File: config.mk
export PLATFORM = sky130hd
export DESIGN_NAME = eject_port_arbiter
export DESIGN_NICKNAME = d
export VERILOG_FILES = /design/src/rtl/eject_port_arbiter.sv
export SDC_FILE = /design/constraint.sdc
export NUM_CORES = 1
export LEC_CHECK = 0
export ABC_AREA = 1
export CAP_MARGIN = 10
export CORE_MARGIN = 2
export CORE_UTILIZATION = 38
export DETAILED_ROUTE_END_ITERATION = 16
export PLACE_DENSITY = 0.73
export SLEW_MARGIN = 20
export SYNTH_ARGS = -nofsm -noshare
export SYNTH_HDL_FRONTEND = slang
export SYNTH_SLANG_ARGS = --single-unit
File: constraint.sdc
create_clock -name clk -period 1.81 [get_ports clk]
set_clock_uncertainty 0.1 [all_clocks]
set_input_delay 0.362 -clock clk [delete_from_list [all_inputs] [get_ports clk]]
set_output_delay 0.362 -clock clk [all_outputs]
set_load 0.01 [all_outputs]
File: src/rtl/eject_port_arbiter.sv
`default_nettype none
// ============================================================================
// Module      : eject_port_arbiter
// Description : Packet-granular round-robin arbiter sharing a NoC node's single
//               ejection path among the N/E/S/W router outputs. A grant is held
//               from head to tail so packets never interleave at the sink.
//               Optional per-port packet counters and stall flag are enabled
//               by defining EJECT_ARB_STATS_EN.
// Revision    : 1.0 - initial release
// ============================================================================
module eject_port_arbiter #(
  parameter int LL = 16
) (
  input  logic            clk,
  input  logic            reset,
  input  logic [3:0]      req,
  input  logic [4*LL-1:0] flit_in,
  output logic [3:0]      ack,
  output logic            recieved,
  output logic [LL-1:0]   flit,
  input  logic            hand_shake,
  output logic [3:0]      grant,
  output logic            busy
`ifdef EJECT_ARB_STATS_EN
  ,
  output logic [63:0]     pkt_cnt,
  output logic            stall
`endif
);

  typedef enum logic [1:0] {
    S_IDLE = 2'd0,
    S_SEND = 2'd1,
    S_LOCK = 2'd2
  } state_t;

  state_t          r_state, w_state_nxt;
  logic [1:0]      r_rr_ptr, w_rr_ptr_nxt;
  logic [1:0]      r_owner, w_owner_nxt;
  logic [3:0]      r_grant, w_grant_nxt;
  logic [3:0]      r_ack, w_ack_nxt;
  logic            r_recieved, w_recieved_nxt;
  logic [LL-1:0]   r_flit, w_flit_nxt;

  logic [LL-1:0]   w_req_flit [4];
  logic [3:0]      w_elig;
  logic [7:0]      w_rot_dbl;
  logic [1:0]      w_win_idx;
  logic            w_win_valid;
  logic            w_release;

  genvar gi;
  generate
    for (gi = 0; gi < 4; gi++) begin : g_unpack
      assign w_req_flit[gi] = flit_in[gi*LL +: LL];
    end
  endgenerate

  // A requester still shows its consumed flit during its ack cycle; mask it.
  assign w_elig      = req & ~r_ack;
  assign w_win_valid = |w_elig;
  // Type 10 (tail) and 11 (single) both have the MSB set and end the packet.
  assign w_release   = r_flit[LL-1];

  // Rotate so bit 0 is the pointer position; lowest set bit wins.
  always_comb begin
    w_rot_dbl = {w_elig, w_elig} >> r_rr_ptr;
    w_win_idx = r_rr_ptr;
    for (int k = 3; k >= 0; k--) begin
      if (w_rot_dbl[k]) w_win_idx = r_rr_ptr + 2'(k);
    end
  end

  always_ff @(posedge clk or posedge reset) begin
    if (reset) begin
      r_state    <= S_IDLE;
      r_rr_ptr   <= 2'd0;
      r_owner    <= 2'd0;
      r_grant    <= 4'd0;
      r_ack      <= 4'd0;
      r_recieved <= 1'b0;
      r_flit     <= '0;
    end else begin
      r_state    <= w_state_nxt;
      r_rr_ptr   <= w_rr_ptr_nxt;
      r_owner    <= w_owner_nxt;
      r_grant    <= w_grant_nxt;
      r_ack      <= w_ack_nxt;
      r_recieved <= w_recieved_nxt;
      r_flit     <= w_flit_nxt;
    end
  end

  always_comb begin
    w_state_nxt    = r_state;
    w_rr_ptr_nxt   = r_rr_ptr;
    w_owner_nxt    = r_owner;
    w_grant_nxt    = r_grant;
    w_ack_nxt      = 4'd0;
    w_recieved_nxt = r_recieved;
    w_flit_nxt     = r_flit;
    case (r_state)
      S_IDLE: begin
        if (w_win_valid) begin
          w_owner_nxt    = w_win_idx;
          w_grant_nxt    = 4'b0001 << w_win_idx;
          w_flit_nxt     = w_req_flit[w_win_idx];
          w_recieved_nxt = 1'b1;
          w_state_nxt    = S_SEND;
        end
      end
      S_SEND: begin
        if (hand_shake) begin
          w_recieved_nxt = 1'b0;
          w_ack_nxt      = r_grant;
          if (w_release) begin
            w_rr_ptr_nxt = r_owner + 2'd1;
            w_grant_nxt  = 4'd0;
            w_state_nxt  = S_IDLE;
          end else begin
            w_state_nxt  = S_LOCK;
          end
        end
      end
      S_LOCK: begin
        if (w_elig[r_owner]) begin
          w_flit_nxt     = w_req_flit[r_owner];
          w_recieved_nxt = 1'b1;
          w_state_nxt    = S_SEND;
        end
      end
      default: begin
        w_state_nxt = S_IDLE;
        w_grant_nxt = 4'd0;
      end
    endcase
  end

  assign ack      = r_ack;
  assign recieved = r_recieved;
  assign flit     = r_flit;
  assign grant    = r_grant;
  assign busy     = (r_state != S_IDLE);

`ifdef EJECT_ARB_STATS_EN
  logic w_pkt_done;
  assign w_pkt_done = (r_state == S_SEND) && hand_shake && w_release;
  assign stall      = (r_state == S_SEND) && !hand_shake;

  generate
    for (gi = 0; gi < 4; gi++) begin : g_stats
      logic [15:0] r_pkt_cnt;
      always_ff @(posedge clk or posedge reset) begin
        if (reset) begin
          r_pkt_cnt <= 16'd0;
        end else if (w_pkt_done && (r_owner == 2'(gi))) begin
          r_pkt_cnt <= r_pkt_cnt + 16'd1;
        end
      end
      assign pkt_cnt[gi*16 +: 16] = r_pkt_cnt;
    end
  endgenerate
`endif

endmodule
`default_nettype wire
==> out/results.md, run 1 <==
## Status
* result of the run: complete, but fails checks
* violations in the final reports: negative setup slack

## Worst setup path
* crit end category: flop
* critical path startpoint category: flop
* beginning of the critical path: r_rr_ptr[0]$_DFFE_PP0P_
* WS Path Type: flop to flop
* worst reg2reg setup slack: -260 ps
* depth of the most critical reg-to-reg path: 16
* worst reg2reg path startpoint: r_rr_ptr[0]$_DFFE_PP0P_
* critical path required time: 1890 ps
* r2r endpoint: flit[7]$_DFFE_PP0P_
* worst-path fanout max: 12
* arrival time of the worst setup path: 2150 ps

## Clocking
* clock slew seen by the registers of the worst setup and hold paths: 70 ps
* maximum root-to-sink buffer count: 2
* number of buffers created by CTS: 5
* maximum level of the CTS H-tree: 2
* cell at the root of the clock tree: clkbuf_8
* post-cts hold buffer count: 0
* TritonCTS clock tree: yes
* clock latency reported for the late side of the worst-skew pair: 280 ps
* clock net sink count: 31

## Placement
* IO Port Bufs: 96
* placed wire-length estimate after detailed placement: 6450 um
* worst slack at placement: -571 ps
* Placer Congestion: 0.939
* number of placed instances, taps included: 589

## Floorplan
* number of I/O pins: 97
* starting density of the core: 0.399
* y dimension of the die: 86.1 um
* Die Width: 86.1 um
* Die ar.: 7410 sq um
* area of the core: 6420 sq um
* number of rows in the core area: 29

## Drt
* detailed-route wire length per cell: 14.8 um
* final wirelength: 8880 um
* vias per inst: 5.52
* remaining number of nets flagged by the antenna check after routing: 0
* Detailed Routing Iterations Pass 1: 5
* Iteration-0 DRC Markers: 250
* post-detailed-route DRC marker count: 0
* via count: 3313

## Yosys
* warning count from the yosys run: 0
* Synth Area per Inst: 6.40 sq um
* share of the synthesized area in the top cell type: 0.303
* sequential-to-total area share from yosys stat: 0.303
* largest cells by area after synthesis: dfrtp_1 (30%), nand2_1 (25%), nand3_1 (12%)
* top cell type by total area after synthesis: dfrtp_1
* count of distinct cell types in the synthesized netlist: 28
* netlist area before placement: 2560 sq um
* nets in the synthesized netlist: 471
* Synth Instances: 400
* register bit count reported by yosys: 31

## GRT
* maximum number of pins on one net before global-route repair: 32
* total grt overflow: 0
* global-route wire length before repair: 14700 um
* initial antenna violation count: 0
* Total GRT Usage: 0.246
* number of global-route vias before repair: 3266

## Job
* max-capacitance violation count: 0

## STA
* Max Transition Viols Final: 0
* setup_tns: -3940 ps
* final number of hold-violating endpoints: 0
* final worst path period share: 1.15
* endpoints failing setup: 21
* highest clock rate: 482 MHz
* final critical-path required period: 2070 ps
* setup repair after global routing missed its margin: yes
* setup slack of the critical path after layout: -264 ps
* transition at the pin with the smallest max-transition slack: 590 ps
* headroom to the max-slew limit: 0.606

## Cells and area
* number of non-filler instances in the completed layout: 600
* fraction of final layout cells sized beyond drive strength 1: 0.161
* commonest non-fill, non-tap cells in the layout: nand2_1 (158), clkdlybuf4s50_1 (91), nand3_1 (55), buf_4 (33), a22oi_1 (32)
* Filler Cells Inserted: 569
* net total in the final layout: 593
* relative area change from synthesis to final layout: 58.2%
* leading cell type in the layout, fill and taps excluded: nand2_1
* number of antenna cells inserted: 0

## Pwr
* part of the total power dissipated in the clock network: 0.090
* internal power of the cells: 4140 uW
* Reg power frac: 0.153
* sw frac: 0.486
* combinational group share of total power: 0.757
* maximum vdd ir drop: 1.20 mV
* Sw Pwr: 3910 uW
* leakage power summed over all cells: 0.00197 uW
* areal power density over the cells: 1990 nW/um^2

## Hold path
* Hold/Removal Path Class: input pin to async pin

-- metrics by stage --
step / area, sq um / power (uW) / util / hold WS [ps]
after floorplan: 2600 / 4930 / - / 366
after global placement: 3850 / 6920 / 0.600 / 365
after detailed placement: 3850 / 7030 / 0.600 / 368
after CTS: 4030 / 7970 / 0.628 / 385
after global routing: 4050 / 8790 / 0.631 / 394
final: 4050 / 8050 / 0.631 / 366
-- power by group through the flow --
stage	Combinational [uW]	Clock, uW	Sequential [uW]
floorplan	3650	0	1280
global placement	5680	0	1240
detailed placement	5800	0	1230
CTS	6000	737	1230
global route	6750	765	1270
finish	6090	725	1230
-- synthesized netlist by cell type --
cell type	count
o32ai_2	1
a31oi_1	17
xor2_1	1
dfrtp_1	31
nor2_1	12
o22ai_1	3
clkinv_1	1
buf_2	6
o21ai_4	1
a21oi_1	4
a22oi_1	32
o211ai_1	1
buf_6	4
nand3_1	61
nor3_1	1
nand3_2	3
o2111ai_1	1
inv_4	1
nand2_2	1
nor2_2	3
nand2_4	2
o21ai_0	4
clkbuf_1	11
buf_4	1
nand2_1	169
o21ai_1	1
nand3_4	1
inv_1	26
-- metal layers --
metal | GRT usage | vias to the layer above | wire [um]
met5 | 0 | - | 0
met4 | 0.0981 | 0 | 175
met3 | 0.0529 | 20 | 807
met2 | 0.400 | 189 | 4220
met1 | 0.318 | 1512 | 3680
li1 | - | 1592 | -
-- repair_timing --
action                                  in CTS  in global routing
gates resized for setup                     20                  4
cloned                                       1                  0
pin swaps                                    1                  2
buffers inserted                             2                  0
endpoints found under the setup margin      25                 24
-- critical path, cell delays in order, from the launching register on --
cell and delay, ps:
dfrtp_2 490, inv_6 70, nand3_2 70, nand2_2 60, nand2_2 80, nand2_2 80, o21ai_4 190, nand2_2 100
nand2_4 100, nand2_4 80, buf_12 140, nand2_1 50, nand2_1 50, nand2_1 50, nand3_1 70, nand2_1 120
nand2_1 60
-- kinds of logic (layout without fill, tap and decap cells) --
group / Yosys count / count (layout) / share of synthesized area
AOI/OAI and AO/OA: 65 / 65 / 0.179
xor gates and xnor gates: 1 / 1 / 0.00342
buffers and inverters: 50 / 173 / 0.0904
DFF: 31 / 31 / 0.303
and+or+nand+nor: 253 / 253 / 0.424
-- final cells by class --
| class | count | area, sq um | share of cell area |
|---|---|---|---|
| Timing Repair Buffer | 137 | 1310 | 0.324 |
| Inverter | 28 | 110 | 0.0272 |
| Sequential cell | 31 | 777 | 0.192 |
| Multi-Input combinational cell | 319 | 1640 | 0.404 |
| Clock inverter | 2 | 35.0 | 0.00865 |
| Clock buffer | 6 | 82.6 | 0.0204 |
| Tap cell | 77 | 96.3 | 0.0238 |
-- how the worst max path moves through the flow --
stage / to / depth (start not counted)
floorplan: flit[8]$_DFFE_PP0P_ / 16
global placement: flit[4]$_DFFE_PP0P_ / 16
detailed placement: flit[13]$_DFFE_PP0P_ / 15
CTS: flit[7]$_DFFE_PP0P_ / 16
global route: flit[15]$_DFFE_PP0P_ / 16
finish: flit[7]$_DFFE_PP0P_ / 16
-- flip-flops by register name (all words and copies together) (netlist names) --
name,count
flit,16
r_rr_ptr,2
r_state,2
grant,4
ack,4
r_owner,2
recieved,1
(Power assumes the default switching activity.)
==> run 2, diff against run 1 <==
--- a/config.mk
+++ b/config.mk
@@ -10,7 +10,7 @@
 export CORE_MARGIN = 2
 export CORE_UTILIZATION = 38
 export DETAILED_ROUTE_END_ITERATION = 16
-export PLACE_DENSITY = 0.73
+export PLACE_DENSITY = 0.71
 export SLEW_MARGIN = 20
 export SYNTH_ARGS = -nofsm -noshare
 export SYNTH_HDL_FRONTEND = slang
==> constraint.sdc (replaced) <==
create_clock -name clk -period 2.4 [get_ports clk]
set_clock_uncertainty 0.1 [all_clocks]
set_input_delay 0.48 -clock clk [delete_from_list [all_inputs] [get_ports clk]]
set_output_delay 0.48 -clock clk [all_outputs]
set_load 0.01 [all_outputs]
==> out/results.md, run 2 (synthesized netlist as in run 1, its figures left out) <==
## Status
* result of the run: complete, no violations

## Placement
* placed wire-length estimate after detailed placement: 6350 um
* post-detailed-placement cell area: 3690 sq um
* Placer Congestion: 0.887
* IO Port Bufs: 96

## Drt
* post-detailed-route DRC marker count: 0
* final wirelength: 9020 um
* detailed-route wire length per cell: 15.6 um
* vias per inst: 5.47
* Iteration-0 DRC Markers: 310
* Detailed Routing Iterations Pass 1: 5
* via count: 3164
* remaining number of nets flagged by the antenna check after routing: 0

## Pwr
* internal power of the cells: 2860 uW
* combinational group share of total power: 0.739
* maximum vdd ir drop: 0.661 mV
* areal power density over the cells: 1500 nW/um^2
* Sw Pwr: 2850 uW
* part of the total power dissipated in the clock network: 0.097
* leakage power summed over all cells: 0.00184 uW
* Reg power frac: 0.164
* sw frac: 0.499

## STA
* final critical-path required period: 2220 ps
* headroom to the max-slew limit: 0.578
* final worst path period share: 0.925
* transition at the pin with the smallest max-transition slack: 632 ps
* endpoints failing setup: 0
* highest clock rate: 450 MHz
* Max Transition Viols Final: 0
* setup_tns: 0 ps
* setup repair after global routing missed its margin: no
* final number of hold-violating endpoints: 0

## Worst setup path
* WS Path Type: input pin to flop
* crit end category: flop
* critical path startpoint category: input pin
* worst-path fanout max: 12
* critical path required time: 2480 ps
* arrival time of the worst setup path: 2300 ps

## Floorplan
* Die ar.: 7410 sq um
* Die Width: 86.1 um
* area of the core: 6420 sq um
* starting density of the core: 0.399
* y dimension of the die: 86.1 um
* number of I/O pins: 97
* number of rows in the core area: 29

## Clocking
* TritonCTS clock tree: yes
* clock latency reported for the late side of the worst-skew pair: 290 ps
* maximum level of the CTS H-tree: 2
* post-cts hold buffer count: 0
* number of post-CTS setup repair buffers: 0
* cell at the root of the clock tree: clkbuf_8
* Post-CTS Resized: 0
* maximum root-to-sink buffer count: 2
* number of buffers created by CTS: 5
* clock net sink count: 31
* clock slew seen by the registers of the worst setup and hold paths: 70 ps

## Cells and area
* relative area change from synthesis to final layout: 48.6%
* number of antenna cells inserted: 0
* final instance area: 3800 sq um
* commonest non-fill, non-tap cells in the layout: nand2_1 (169), clkdlybuf4s50_1 (96), nand3_1 (61), a22oi_1 (32), dfrtp_1 (30)
* Filler Cells Inserted: 606
* fraction of final layout cells sized beyond drive strength 1: 0.0818
* net total in the final layout: 571
* leading cell type in the layout, fill and taps excluded: nand2_1
* max reg flops: 16

## GRT
* total grt overflow: 0
* global-route wire length before repair: 14900 um
* maximum number of pins on one net before global-route repair: 33
* Total GRT Usage: 0.251
* initial antenna violation count: 0
* number of global-route vias before repair: 3151

## Hold path
* Hold/Removal Path Class: flop to flop

## Job
* max-capacitance violation count: 0

[run 2: layer usage]
| layer | vias up | track usage | routed length, um |
|---|---|---|---|
| met3 | 16 | 0.0346 | 708 |
| met5 | - | 0 | 0 |
| met4 | 0 | 0.0707 | 121 |
| li1 | 1549 | - | - |
| met1 | 1437 | 0.342 | 3910 |
| met2 | 162 | 0.416 | 4280 |
[run 2: final timing paths]
check	slack (ps)	from	depth (start not counted)	end
max	180	req[2]	15	flit[15]$_DFFE_PP0P_
min	380	flit[14]$_DFFE_PP0P_	2	flit[14]$_DFFE_PP0P_
max reg2reg	310	r_rr_ptr[0]$_DFFE_PP0P_	15	flit[15]$_DFFE_PP0P_
min reg2reg	380	flit[14]$_DFFE_PP0P_	2	flit[14]$_DFFE_PP0P_
max in group asynchronous	1380	reset	3	r_rr_ptr[0]$_DFFE_PP0P_
min in group asynchronous	490	reset	3	ack[3]$_DFF_PP0_
[run 2: cell type report]
class | count | area, sq um | share of cell area
Tap cell | 77 | 96.3 | 0.0253
Clock inverter | 2 | 35.0 | 0.00921
Clock buffer | 6 | 82.6 | 0.0217
Timing Repair Buffer | 115 | 1150 | 0.303
Sequential cell | 31 | 777 | 0.204
Multi-Input combinational cell | 319 | 1550 | 0.408
Inverter | 28 | 108 | 0.0283
[run 2: power by group through the flow]
stage               Clock, uW  Sequential, uW  Combinational, uW
global placement            0             938               4110
detailed placement          0             940               4180
floorplan                   0             962               2700
CTS                       565             934               4200
finish                    551             939               4220
global route              587             965               4720
[run 2: worst max-delay path, cell delays in order]
cell             delay [ps]
clkdlybuf4s50_1         500
nand3_1                 110
nand3_1                 120
nand2_1                  90
o21ai_4                 200
nand2_2                  90
nand2_4                  90
nand2_4                  60
buf_4                   180
nand2_1                  70
nand2_1                  40
nand2_1                  50
nand3_1                  70
nand2_1                 100
nand2_1                  50
[run 2: per-stage QoR]
stage | util | instances | setup WS [ps] | hold slack, ps | power (uW)
global route | 0.592 | 578 | 1.52 | 404 | 6280
CTS | 0.592 | 578 | 187 | 384 | 5700
finish | 0.592 | 578 | 179 | 379 | 5710
floorplan | - | 400 | 529 | 415 | 3660
detailed placement | 0.574 | 570 | -108 | 365 | 5120
global placement | 0.574 | 570 | -90.6 | 363 | 5050
==> run 3, diff against run 2 <==
--- a/config.mk
+++ b/config.mk
@@ -8,9 +8,9 @@
 export ABC_AREA = 1
 export CAP_MARGIN = 10
 export CORE_MARGIN = 2
-export CORE_UTILIZATION = 38
+export CORE_UTILIZATION = 48
 export DETAILED_ROUTE_END_ITERATION = 16
-export PLACE_DENSITY = 0.71
+export PLACE_DENSITY = 0.86
 export SLEW_MARGIN = 20
 export SYNTH_ARGS = -nofsm -noshare
 export SYNTH_HDL_FRONTEND = slang
==> out/results.md, run 3 (synthesized netlist as in run 1, its figures left out) <==
## GRT
* total grt overflow: 0
* number of global-route vias before repair: 3207
* initial antenna violation count: 0
* global-route wire length before repair: 14900 um
* Total GRT Usage: 0.308
* maximum number of pins on one net before global-route repair: 35

## Cells and area
* leading cell type in the layout, fill and taps excluded: nand2_1
* max reg flops: 16
* number of antenna cells inserted: 0
* net total in the final layout: 572
* fraction of final layout cells sized beyond drive strength 1: 0.0837
* commonest non-fill, non-tap cells in the layout: nand2_1 (169), clkdlybuf4s50_1 (96), nand3_1 (61), a22oi_1 (32), dfrtp_1 (30)
* Filler Cells Inserted: 423
* relative area change from synthesis to final layout: 48.6%
* number of non-filler instances in the completed layout: 572

## Drt
* final wirelength: 8820 um
* post-detailed-route DRC marker count: 0
* Detailed Routing Iterations Pass 1: 7
* remaining number of nets flagged by the antenna check after routing: 0
* Iteration-0 DRC Markers: 281
* via count: 3314
* vias per inst: 5.79
* detailed-route wire length per cell: 15.4 um

## STA
* setup slack of the critical path after layout: 146 ps
* final critical-path required period: 2250 ps
* final number of hold-violating endpoints: 0
* setup_tns: 0 ps
* setup repair after global routing missed its margin: no
* endpoints failing setup: 0
* headroom to the max-slew limit: 0.591
* final worst path period share: 0.939
* transition at the pin with the smallest max-transition slack: 613 ps
* Max Transition Viols Final: 0
* highest clock rate: 444 MHz

## Clocking
* clock latency reported for the late side of the worst-skew pair: 290 ps
* cell at the root of the clock tree: clkbuf_8
* clock net sink count: 31
* number of post-CTS setup repair buffers: 0
* clock slew seen by the registers of the worst setup and hold paths: 70 ps
* number of buffers created by CTS: 5
* maximum level of the CTS H-tree: 2
* TritonCTS clock tree: yes
* maximum root-to-sink buffer count: 2

## Floorplan
* number of I/O pins: 97
* Die ar.: 5930 sq um
* area of the core: 5140 sq um
* Die Width: 77.0 um
* y dimension of the die: 77.0 um
* number of rows in the core area: 26
* starting density of the core: 0.498

## Job
* max-capacitance violation count: 0

## Pwr
* Final Power: 5740 uW
* leakage power summed over all cells: 0.00184 uW
* maximum vdd ir drop: 0.751 mV
* areal power density over the cells: 1510 nW/um^2

## Placement
* worst slack at placement: -131 ps
* number of placed instances, taps included: 564
* placed wire-length estimate after detailed placement: 6210 um
* IO Port Bufs: 96
* Placer Congestion: 0.914

## Worst setup path
* critical path startpoint category: input pin
* arrival time of the worst setup path: 2340 ps
* critical path required time: 2480 ps
* worst-path fanout max: 12
* crit end category: flop
* WS Path Type: input pin to flop

## Hold path
* Hold/Removal Path Class: flop to flop

## Status
* result of the run: complete, no violations

[run 3: cell types whose count changed in the layout (fill, tap and decap cells not counted)]
cell,delta
buf_4,+1
[run 3: cell type report]
cell class                      count  area, sq um  share of cell area
Multi-Input combinational cell    319         1550               0.408
Timing Repair Buffer              116         1160               0.305
Sequential cell                    31          777               0.204
Inverter                           28          108              0.0283
Tap cell                           70         87.6              0.0230
Clock buffer                        6         82.6              0.0217
Clock inverter                      2         35.0             0.00921
[run 3: repair_timing]
action	CTS	global route
setup endpoints to repair	0	3
hold buffers	0	0
resized for setup	0	1
[run 3: per-stage QoR]
| stage | area (sq um) | util | hold WS (ps) |
|---|---|---|---|
| after global routing | 3800 | 0.740 | 406 |
| final | 3800 | 0.740 | 380 |
| after floorplan | 2560 | - | 415 |
| after global placement | 3680 | 0.717 | 362 |
| after CTS | 3800 | 0.740 | 384 |
| after detailed placement | 3680 | 0.717 | 365 |
[run 3: routing by layer]
layer | track usage | wire length (um)
met5 | 0 | 0
met4 | 0.114 | 167
met3 | 0.0541 | 822
met2 | 0.513 | 4210
met1 | 0.399 | 3620
[run 3: path summary, 6_finish.rpt]
check	startpoint	endpoint	slack, ps	depth (start not counted)
hold reg to reg	flit[9]$_DFFE_PP0P_	flit[9]$_DFFE_PP0P_	380	2
hold / removal	flit[9]$_DFFE_PP0P_	flit[9]$_DFFE_PP0P_	380	2
setup / recovery	req[3]	flit[15]$_DFFE_PP0P_	150	16
max in group asynchronous	reset	r_rr_ptr[0]$_DFFE_PP0P_	1390	3
setup reg to reg	r_rr_ptr[0]$_DFFE_PP0P_	flit[15]$_DFFE_PP0P_	250	16
min in group asynchronous	reset	r_state[0]$_DFFE_PP0P_	480	3
[run 3: power breakdown]
part	total, uW	internal, uW	leakage (uW)	switching (uW)
Clock	558	336	0.0000612	222
Combinational	4250	1780	0.00139	2470
Sequential	933	755	0.000389	178
Total	5740	2870	0.00184	2870
[run 3: worst max-delay path, cell delays in order]
cell and delay (ps):
clkdlybuf4s50_1 460, nand3_1 100, nand2_1 80, nand2_1 80
nand2_1 90, o21ai_4 190, nand2_2 90, nand2_4 90
nand2_4 70, buf_4 180, nand2_1 70, nand2_1 50
nand2_1 70, nand3_1 90, nand2_1 100, nand2_1 50
